**src/rtl/reg_dump_reader.sv**
```systemverilog
// Walks an inclusive register-file index range through a dedicated read port
// and streams each captured value out over a valid/ready handshake.
module reg_dump_reader #(
  parameter int DW = 32,
  parameter int AW = 5
) (
  input  logic          clk,
  input  logic          rst,
  input  logic          start,
  input  logic [AW-1:0] first_addr,
  input  logic [AW-1:0] last_addr,
  output logic [AW-1:0] rf_addr,
  input  logic [DW-1:0] rf_data,
  output logic          m_valid,
  input  logic          m_ready,
  output logic [DW-1:0] m_data,
  output logic [AW-1:0] m_index,
  output logic          m_last,
  output logic          busy,
  output logic          done
);

  typedef enum logic [1:0] {IDLE, READ, SEND, FIN} state_t;

  state_t        state_reg, state_next;
  logic [AW-1:0] cur_reg, cur_next;
  logic [AW-1:0] last_q_reg, last_q_next;
  logic [DW-1:0] m_data_reg, m_data_next;
  logic [AW-1:0] m_index_reg, m_index_next;
  logic          m_last_reg, m_last_next;

  always_ff @(posedge clk) begin
    if (rst) begin
      state_reg   <= IDLE;
      cur_reg     <= '0;
      last_q_reg  <= '0;
      m_data_reg  <= '0;
      m_index_reg <= '0;
      m_last_reg  <= 1'b0;
    end else begin
      state_reg   <= state_next;
      cur_reg     <= cur_next;
      last_q_reg  <= last_q_next;
      m_data_reg  <= m_data_next;
      m_index_reg <= m_index_next;
      m_last_reg  <= m_last_next;
    end
  end

  always_comb begin
    state_next   = state_reg;
    cur_next     = cur_reg;
    last_q_next  = last_q_reg;
    m_data_next  = m_data_reg;
    m_index_next = m_index_reg;
    m_last_next  = m_last_reg;
    rf_addr      = '0;
    m_valid      = 1'b0;
    done         = 1'b0;

    case (state_reg)
      IDLE: begin
        if (start) begin
          cur_next    = first_addr;
          last_q_next = last_addr;
          // An inverted range produces no beats but still reports completion.
          state_next  = (first_addr <= last_addr) ? READ : FIN;
        end
      end
      READ: begin
        rf_addr      = cur_reg;
        m_data_next  = rf_data;
        m_index_next = cur_reg;
        m_last_next  = (cur_reg == last_q_reg);
        state_next   = SEND;
      end
      SEND: begin
        rf_addr = cur_reg;
        m_valid = 1'b1;
        if (m_ready) begin
          // Ending on equality keeps cur from wrapping when last_addr is the top index.
          if (m_last_reg) begin
            state_next = FIN;
          end else begin
            cur_next   = cur_reg + 1'b1;
            state_next = READ;
          end
        end
      end
      FIN: begin
        done       = 1'b1;
        state_next = IDLE;
      end
      default: state_next = IDLE;
    endcase
  end

  assign busy    = (state_reg != IDLE);
  assign m_data  = m_data_reg;
  assign m_index = m_index_reg;
  assign m_last  = m_last_reg;

endmodule

```
**config.mk**
```make
export PLATFORM = sky130hd
export DESIGN_NAME = reg_dump_reader
export DESIGN_NICKNAME = d
export VERILOG_FILES = /design/src/rtl/reg_dump_reader.sv
export SDC_FILE = /design/constraint.sdc
export NUM_CORES = 1
export LEC_CHECK = 0
export BUFFER_PORTS_ARGS = -buffer_cell sky130_fd_sc_hd__buf_2
export CAP_MARGIN = 10
export CORE_MARGIN = 1.5
export CORE_UTILIZATION = 30
export DETAILED_ROUTE_END_ITERATION = 10
export GPL_ROUTABILITY_DRIVEN = 0
export SYNTH_ARGS = -nofsm -noshare
export SYNTH_HDL_FRONTEND = slang
export SYNTH_SLANG_ARGS = --single-unit
```
**constraint.sdc**
```tcl
create_clock -name clk -period 1.4 [get_ports clk]
set_input_delay 0.07 -clock clk [delete_from_list [all_inputs] [get_ports clk]]
set_output_delay 0.07 -clock clk [all_outputs]
set_load 0.01 [all_outputs]
```
## Word level (Yosys, flattened, before mapping)

Cells that the tools add are included.

- Bitwise operators: 0
- Add/sub/neg operators: 1
- Divide/modulo/power cells: 0
- Equal/unequal tests: 7
- $mul: 0
- $lt $le $gt $ge: 1
- Reductions and logical operators: 7
- Muxes and demuxes: 12
- Shift-type cells: 0

Operators with widths:

| kind | number |
|---|---|
| 5-bit two-way mux | 4 |
| 5-bit one-hot mux with 2 select lines | 1 |
| 2-bit two-way mux | 4 |
| 2-bit one-hot mux with 4 select lines | 1 |
| 2-bit != test (second input constant) | 3 |
| 5-bit by 1-bit adder with 5-bit output (second input constant) | 1 |
| 5-bit equality test | 1 |
| 5-bit less-or-equal comparator | 1 |
| 2-bit equality test (second input constant) | 2 |
| 2-bit AND reduction | 2 |
| 4-bit AND reduction | 1 |
| 2-bit nonzero test | 2 |
| 2-bit by 1-bit equality test with 1-bit output (second input constant) | 1 |
| 2-bit logical NOT | 1 |
| 1-bit two-way mux | 2 |
| 2-bit OR reduction | 1 |

- Memories kept: 0
- Logic and storage cells: 34
- RAM bits: 0
- Bits of input ports: 46
- Output and inout port bits: 46
- Bits in latches: 0
- Memory bits (read-only): 0
- Flip-flop bits (word level): 50

## Longest topological paths before layout

Gate-level depths: netlist (run 1).

- Depth after elaboration: 4
- Depth in mapped cells: 7
- Mapped depth without buffers: 6

## Worst setup path before layout (run 1)

No wires, ideal clock.

- Kind: register to register
- From: register state_reg[0]
- To: register cur_reg[0]
- Setup slack: -0.157 ns
- Setup time: 0.088 ns
- Required time: 1.312 ns
- Arrival time: 1.469 ns
- Buffers on the path: 0
- Clock period less this slack: 1.557 ns
- Stages on the path, launching flop included: 7
- Cells stage by stage: dfxtp_1 inv_1 ha_1 nand2b_2 a21oi_4 a21oi_2 a311oi_2

- Longest elaborated chain between the ends: 3
- Elaborated cells between the ends (all ways): 8
- Classes of those cells: eq/ne (4); mux (1); reduce/logical (3)

Ends and longest elaborated chain:

| element | RTL line | text |
|---|---|---|
| start, declared | 25 | `state_t state_reg, state_next;` |
| start signal, assigned | 41 | `state_reg <= state_next;` |
| 2-bit equality test / 2-bit logical NOT (equally long branches) | 61 | `case (state_reg)` |
| 2-bit != test (no line) / 2-bit nonzero test (equally long branches) | n/a |  |
| 4-bit AND reduction (no line) | n/a |  |
| end signal, assigned | 42 | `cur_reg <= cur_next;` |
| end, declared | 26 | `logic [AW-1:0] cur_reg, cur_next;` |

Parallel ways exist; a longest one is shown, timed or not.
A chain may end at the register's enable or synchronous reset.

## Worst setup path in the final report (run 1)

- From: register state_reg[1]
- To: output rf_addr[2]

- Longest elaborated chain between the ends: 3
- Elaborated cells between the ends (all ways): 4
- Classes of those cells: eq/ne (2); mux (1); reduce/logical (1)

Ends and longest elaborated chain:

| element | RTL line | text |
|---|---|---|
| 2-bit equality test / 2-bit by 1-bit equality test with 1-bit output (equally long branches) | 61 |  |
| 2-bit OR reduction (no line) (*) | n/a |  |
| 5-bit two-way mux (*) | 61 |  |
| end, declared | 12 | `output logic [AW-1:0] rf_addr,` |

Mark *: on every way between the ends. The rest lies on a longest branch, timed or not.

==> flow_summary.yaml, run 1 <==
setup_path:
  path_delay_family: "flip-flops"
  arrival_ns: 1.30
  cp-end-kind: "output port"
  crit_chain: "inv_4, ha_4, and2_1, buf_2"
  rr_endpoint: "cur_reg[2]"
  critical_path_class: "register to output port"
  setup.worst_path.start: "state_reg[1]"
  cp-start-kind: "register"
  required_ns: 1.33
  slowest_delay_ns: 0.40
  cp-endpoint: "rf_addr[2]"
  r2r_cells: 6
  cp_num_cells: 4
  r2r_slack_ns: 0.05
  path_buf_inv: 2
  r2r_start: "state_reg[0]"
  worst-path-max-fanout: 5
  critPathSlowestCell: "dfxtp_4"
synthesis:
  ys.flop_type: "dfxtp_1"
  synth_nets: 291
  synth-edff-count: 0
  synth_seq_cells: 50
  seq_area_frac_synth_pct: 44.7
  netlist_instances: 234
  async_reset_ff_share_pct: 0
  syn_area_sq_mm: 0.00224
  synth_cell_types: 35
  avgSynthCellArea_sq_um: 9.57
  yosysWarnings: 0
clocking:
  clock_sinks: 50
  cts_made_buffers: 5
  cts_tree: "yes"
  clk-insertion-delay-late_ns: 0.30
  path_clk_slew_ns: 0.10
  cts_max_path_buffers: 2
  htree_levels: 2
  root_buffer: "clkbuf_8"
pwr:
  powerDensity_mw_per_mm2: 1920
  finalPower_mw: 6.24
  ir_drop_v: 0.000757
  leakage_nw: 1.53
routing:
  drc: 0
  drt-total-wl_microns: 5350
  first_iter_violations: 46
  dr.pass1.iters: 5
  via_per_inst: 4.37
  antenna_left: 0
  vias: 1958
  wl_per_cell_microns: 11.9
layout:
  final_cell_mix: "buf_2 (87), dfxtp_1 (48), nor2_1 (40)"
  syn2layout_area_growth_pct: 45.1
  stdcell_area_sq_mm: 0.00325
  drive_above_1_share_pct: 39.3
  diodes: 0
  fin_nets: 405
  mostFrequentLayoutCell: "buf_2"
  num-fill-cells: 747
  largest_reg_flops: 32
sta:
  timing.fmax_mhz: 732
  finalCritPeriodShare_pct: 97.6
  worst_pin_slew_ns: 0.391
  slew_viol_final: 0
  final_hold_viol_count: 0
  setup_viol: 0
  finClkSkew_ns: 0.00789
  fin_crit_ns: 1.37
  rsz0062_at_grt: "yes"
  slew_headroom_pct: 74.0
  holdWs_ns: 0.00577
placement:
  portBuffers: 91
  postPlaceCellArea_sq_mm: 0.00287
  hpwl_microns: 3870
global_routing:
  antenna_found_initial: 0
  gr-total-overflow: 0
  grt_first_pass_wirelength_microns: 8560
  grt_use_total_pct: 13.7
  grt_pass1_vias: 1868
  grt_max_degree: 29
min_path:
  min_path_type: "input port to register"
floorplanning:
  rows: 31
  die_h_microns: 89.4
  die_x_microns: 89.4
  pin_count: 92
  die_area_sq_mm: 0.00799
  core_area_sq_mm: 0.00725
  initial_utilization_pct: 30.9
run:
  maxCapViolCount: 0
outcome:
  status: "finished clean"
[Yosys cell counts (all sizes together), types with 2 or more instances]
| cell type | instances | area, sq um |
|---|---|---|
| nor2 | 40 | 150 |
| and2 | 5 | 31.3 |
| nand3 | 8 | 40.0 |
| nand4 | 2 | 12.5 |
| nor3 | 3 | 15.0 |
| mux2i | 38 | 380 |
| inv | 11 | 41.3 |
| and2b | 2 | 17.5 |
| nand2 | 10 | 37.5 |
| clkbuf | 6 | 22.5 |
| nand2b | 3 | 21.3 |
| nor3b | 2 | 15.0 |
| o21ai | 2 | 10.0 |
| xor2 | 3 | 26.3 |
| a21oi | 14 | 85.1 |
| xnor2 | 2 | 17.5 |
| a211oi | 2 | 15.0 |
| dfxtp | 50 | 1000 |
| a21bo | 3 | 30.0 |
| ha | 11 | 138 |
| buf | 7 | 40.0 |
[worst min-delay path by stage]
stage / from / to / slack [ns] / depth (start not counted)
3_5_place_dp: rf_data[20] / m_data[20] / 0.31 / 3
3_3_place_gp: rf_data[2] / m_data[2] / 0.30 / 3
6_report: rf_data[31] / m_data[31] / 0.006 / 3
4_1_cts: rf_data[11] / m_data[11] / 0.0009 / 3
2_1_floorplan: rf_data[2] / m_data[2] / 0.22 / 2
5_1_grt: rf_data[19] / m_data[19] / 0.004 / 3
[report_power, final]
part	total (mW)	internal (mW)	leakage, nW	switching [mW]
registers	2.10	1.82	0.410	0.276
clock network	0.958	0.460	0.0486	0.498
logic	3.18	1.61	1.07	1.57
total	6.24	3.90	1.53	2.34
[stage by stage]
step           setup TNS [ns]  worst slack (ns)  instances  utilization, %
2_1_floorplan               0           0.00477        234               -
3_3_place_gp                0            0.0367        419            39.5
3_5_place_dp         -0.00929          -0.00929        419            39.5
4_1_cts              -0.00382          -0.00382        444            43.6
5_1_grt                -0.109           -0.0350        448            44.8
6_report                    0            0.0330        448            44.8
[metal layers]
| metal | global-route usage, % | part of all wire (%) | vias to the layer above |
|---|---|---|---|
| met1 | 17.1 | 45 | 886 |
| li1 | - | - | 1013 |
| met4 | 2.94 | 0.36 | 0 |
| met2 | 23.4 | 49 | 57 |
| met5 | 0 | 0 | - |
| met3 | 4.06 | 5.8 | 2 |
[logic make-up (layout without fill, tap and decap cells)]
group | after synthesis | in the layout | share of synthesized area, %
simple gates | 79 | 79 | 16.9
flops | 50 | 50 | 44.7
buf+inv | 24 | 138 | 4.64
mux | 38 | 38 | 17.0
fa+ha+maj | 11 | 11 | 6.15
xor+xnor | 5 | 5 | 1.96
compound gates | 27 | 28 | 8.61
[worst reg2reg max path, delay by kind of cell, from the launching register on]
kind,cells,cell delay [ns]
adder cells (fa/ha/maj),1,0.16
flip-flops,1,0.37
AO/OA/AOI/OAI,2,0.34
AND/OR/NAND/NOR,1,0.22
buffers and inverters,2,0.21
[area by class of cell]
class                           count  area, sq um  share of cell area (%)
Timing Repair Buffer              119          751                    23.1
Clock buffer                        6         93.8                    2.89
Inverter                           11         46.3                    1.43
Multi-Input combinational cell    161         1210                    37.2
Sequential cell                    50         1010                    31.1
Clock inverter                      2         15.0                   0.462
Tap cell                           99          124                    3.82
[timing repair]
action / in CTS / in global routing
hold buffers: 16 / 0
hold endpoints to repair: 16 / 0
gates resized for setup: 3 / 15
pin swaps: 2 / 7
buffers inserted: 0 / 4
cloned: 1 / 0
endpoints found under the setup margin: 6 / 13
Note: power is estimated with default switching activity, not from simulation.
==> inputs of run 2 (changes only) <==
CORE_UTILIZATION = 43   (was 30)
PLACE_DENSITY = 0.75   (was unset)
SETUP_SLACK_MARGIN = 0.05   (was unset)
==> run 2 against run 1 <==
Net effect:
- global-route usage up 5.3 points
- power increased by 5.6%
- sequential share of layout area decreased by 1.3 points
- die area is 29% lower
- non-clock buffer count increased by 12
- first-iteration DRC count grew 22%
- design area up 4.4%
==> flow_summary.yaml, run 2 (same netlist as run 1, synthesis figures left out) <==
outcome:
  status: "finished clean"
layout:
  mostFrequentLayoutCell: "buf_2"
  fin_util_pct: 66.8
  stdcell_area_sq_mm: 0.00339
  largest_reg_flops: 32
  final_cell_mix: "buf_2 (86), dfxtp_1 (48), nor2_1 (40)"
  register_area_sq_mm: 0.00101
  drive_above_1_share_pct: 40.0
  num-fill-cells: 427
  syn2layout_area_growth_pct: 51.4
  diodes: 0
  multiInputGateArea_sq_mm: 0.00121
  fin_nets: 416
pwr:
  ir_drop_v: 0.00107
  powerDensity_mw_per_mm2: 1940
  finalPower_mw: 6.58
  leakage_nw: 1.60
routing:
  first_iter_violations: 56
  drt-total-wl_microns: 5450
  drc: 0
  antenna_left: 0
  wl_per_cell_microns: 12.7
  via_per_inst: 4.75
  vias: 2044
  dr.pass1.iters: 6
sta:
  timing.fmax_mhz: 718
  final_hold_viol_count: 0
  slew_viol_final: 0
  fin_crit_ns: 1.39
  finClkSkew_ns: 0.0123
  setup_viol: 0
  slew_headroom_pct: 83.1
  holdWs_ns: 0.00240
  worst_pin_slew_ns: 0.251
  finalCritPeriodShare_pct: 99.5
  tns_ns: 0
  rsz0062_at_grt: "yes"
floorplanning:
  die_x_microns: 75.2
  die_h_microns: 75.2
  core_area_sq_mm: 0.00507
  initial_utilization_pct: 44.1
  die_area_sq_mm: 0.00565
  pin_count: 92
  rows: 26
setup_path:
  required_ns: 1.59
  arrival_ns: 1.59
  crit_chain: "inv_4, ha_4, buf_12, and2b_2, o21ai_0, a21oi_2"
  cp-end-kind: "register"
  cp-start-kind: "register"
  path_delay_family: "flip-flops"
  setup.worst_path.start: "state_reg[0]"
  critical_path_class: "register to register"
  critPathSlowestCell: "dfxtp_4"
  worst-path-max-fanout: 12
  r2r_start: "state_reg[0]"
  path_buf_inv: 2
  slowest_delay_ns: 0.36
clocking:
  path_clk_slew_ns: 0.09
  htree_levels: 2
  cts_tree: "yes"
  cts_made_buffers: 5
  clk-insertion-delay-late_ns: 0.31
  clock_sinks: 50
  root_buffer: "clkbuf_8"
  cts_max_path_buffers: 2
global_routing:
  grt_first_pass_wirelength_microns: 8120
  gr-total-overflow: 0
  grt_pass1_vias: 1885
  grt_use_total_pct: 19.0
  grt_max_degree: 45
  antenna_found_initial: 0
placement:
  portBuffers: 91
  hpwl_microns: 3460
  postPlaceCellArea_sq_mm: 0.00286
min_path:
  min_path_type: "input port to register"
  min_from: "rf_data[29]"
run:
  maxCapViolCount: 0
-- run 2: cell types whose count changed in the layout (fill, tap and decap cells not counted), moves of 2 or more --
| cell | before | now |
|---|---|---|
| o21ai_1 | 2 | 0 |
| dlygate4sd3_1 | 16 | 26 |
| a211oi_2 | 0 | 2 |
| a211oi_1 | 2 | 0 |
| clkinvlp_4 | 2 | 0 |
| buf_12 | 1 | 5 |
| o21ai_0 | 0 | 2 |
-- run 2: layout make-up --
cell class                 instances  share of cell area (%)
tap                               70                    2.58
sequential                        50                    29.8
inverter                          11                    1.37
timing repair buffer             131                    27.0
clock buffer                       5                    2.03
multi-input combinational        160                    35.9
clock inverter                     3                    1.40
-- run 2: per-layer routing --
layer	GRT usage (%)	share of wire, %	vias to the layer above
li1	-	-	1033
met1	19.8	41	936
met2	36.7	52	69
met3	5.22	5.6	6
met4	5.95	1.2	0
met5	0	0	-
-- run 2: worst reg2reg max path: stages, from the launching register on --
cell	delay [ns]
dfxtp_4	0.36
inv_4	0.08
ha_4	0.18
buf_12	0.13
and2b_2	0.21
o21ai_0	0.24
a21oi_2	0.08
-- run 2: metrics by stage --
stage,instances,setup WS (ns)
2_1_floorplan,234,0.0434
4_1_cts,428,0.0457
3_5_place_dp,388,-0.0428
3_3_place_gp,388,0.0306
6_report,430,0.00680
5_1_grt,430,-0.0331
-- run 2: timing repair --
action,4_1_cts,5_1_grt
pin swaps,2,3
buffers inserted,6,2
hold buffers,26,0
endpoints found under the setup margin,10,27
endpoints found under the hold margin,26,0
resized for setup,7,13
-- run 2: path summary, 6_finish.rpt --
kind	end	slack, ns	cells past startpoint
max	cur_reg[3]	0.007	6
min	m_data[29]	0.002	3
max reg2reg	cur_reg[3]	0.007	6
min reg2reg	last_q_reg[1]	0.48	2
-- run 2: power breakdown --
part           switching (mW)  total (mW)  internal [mW]  leakage (nW)
logic                    1.61        3.44           1.83          1.13
registers               0.276        2.10           1.82         0.410
clock network           0.501        1.04          0.542        0.0587
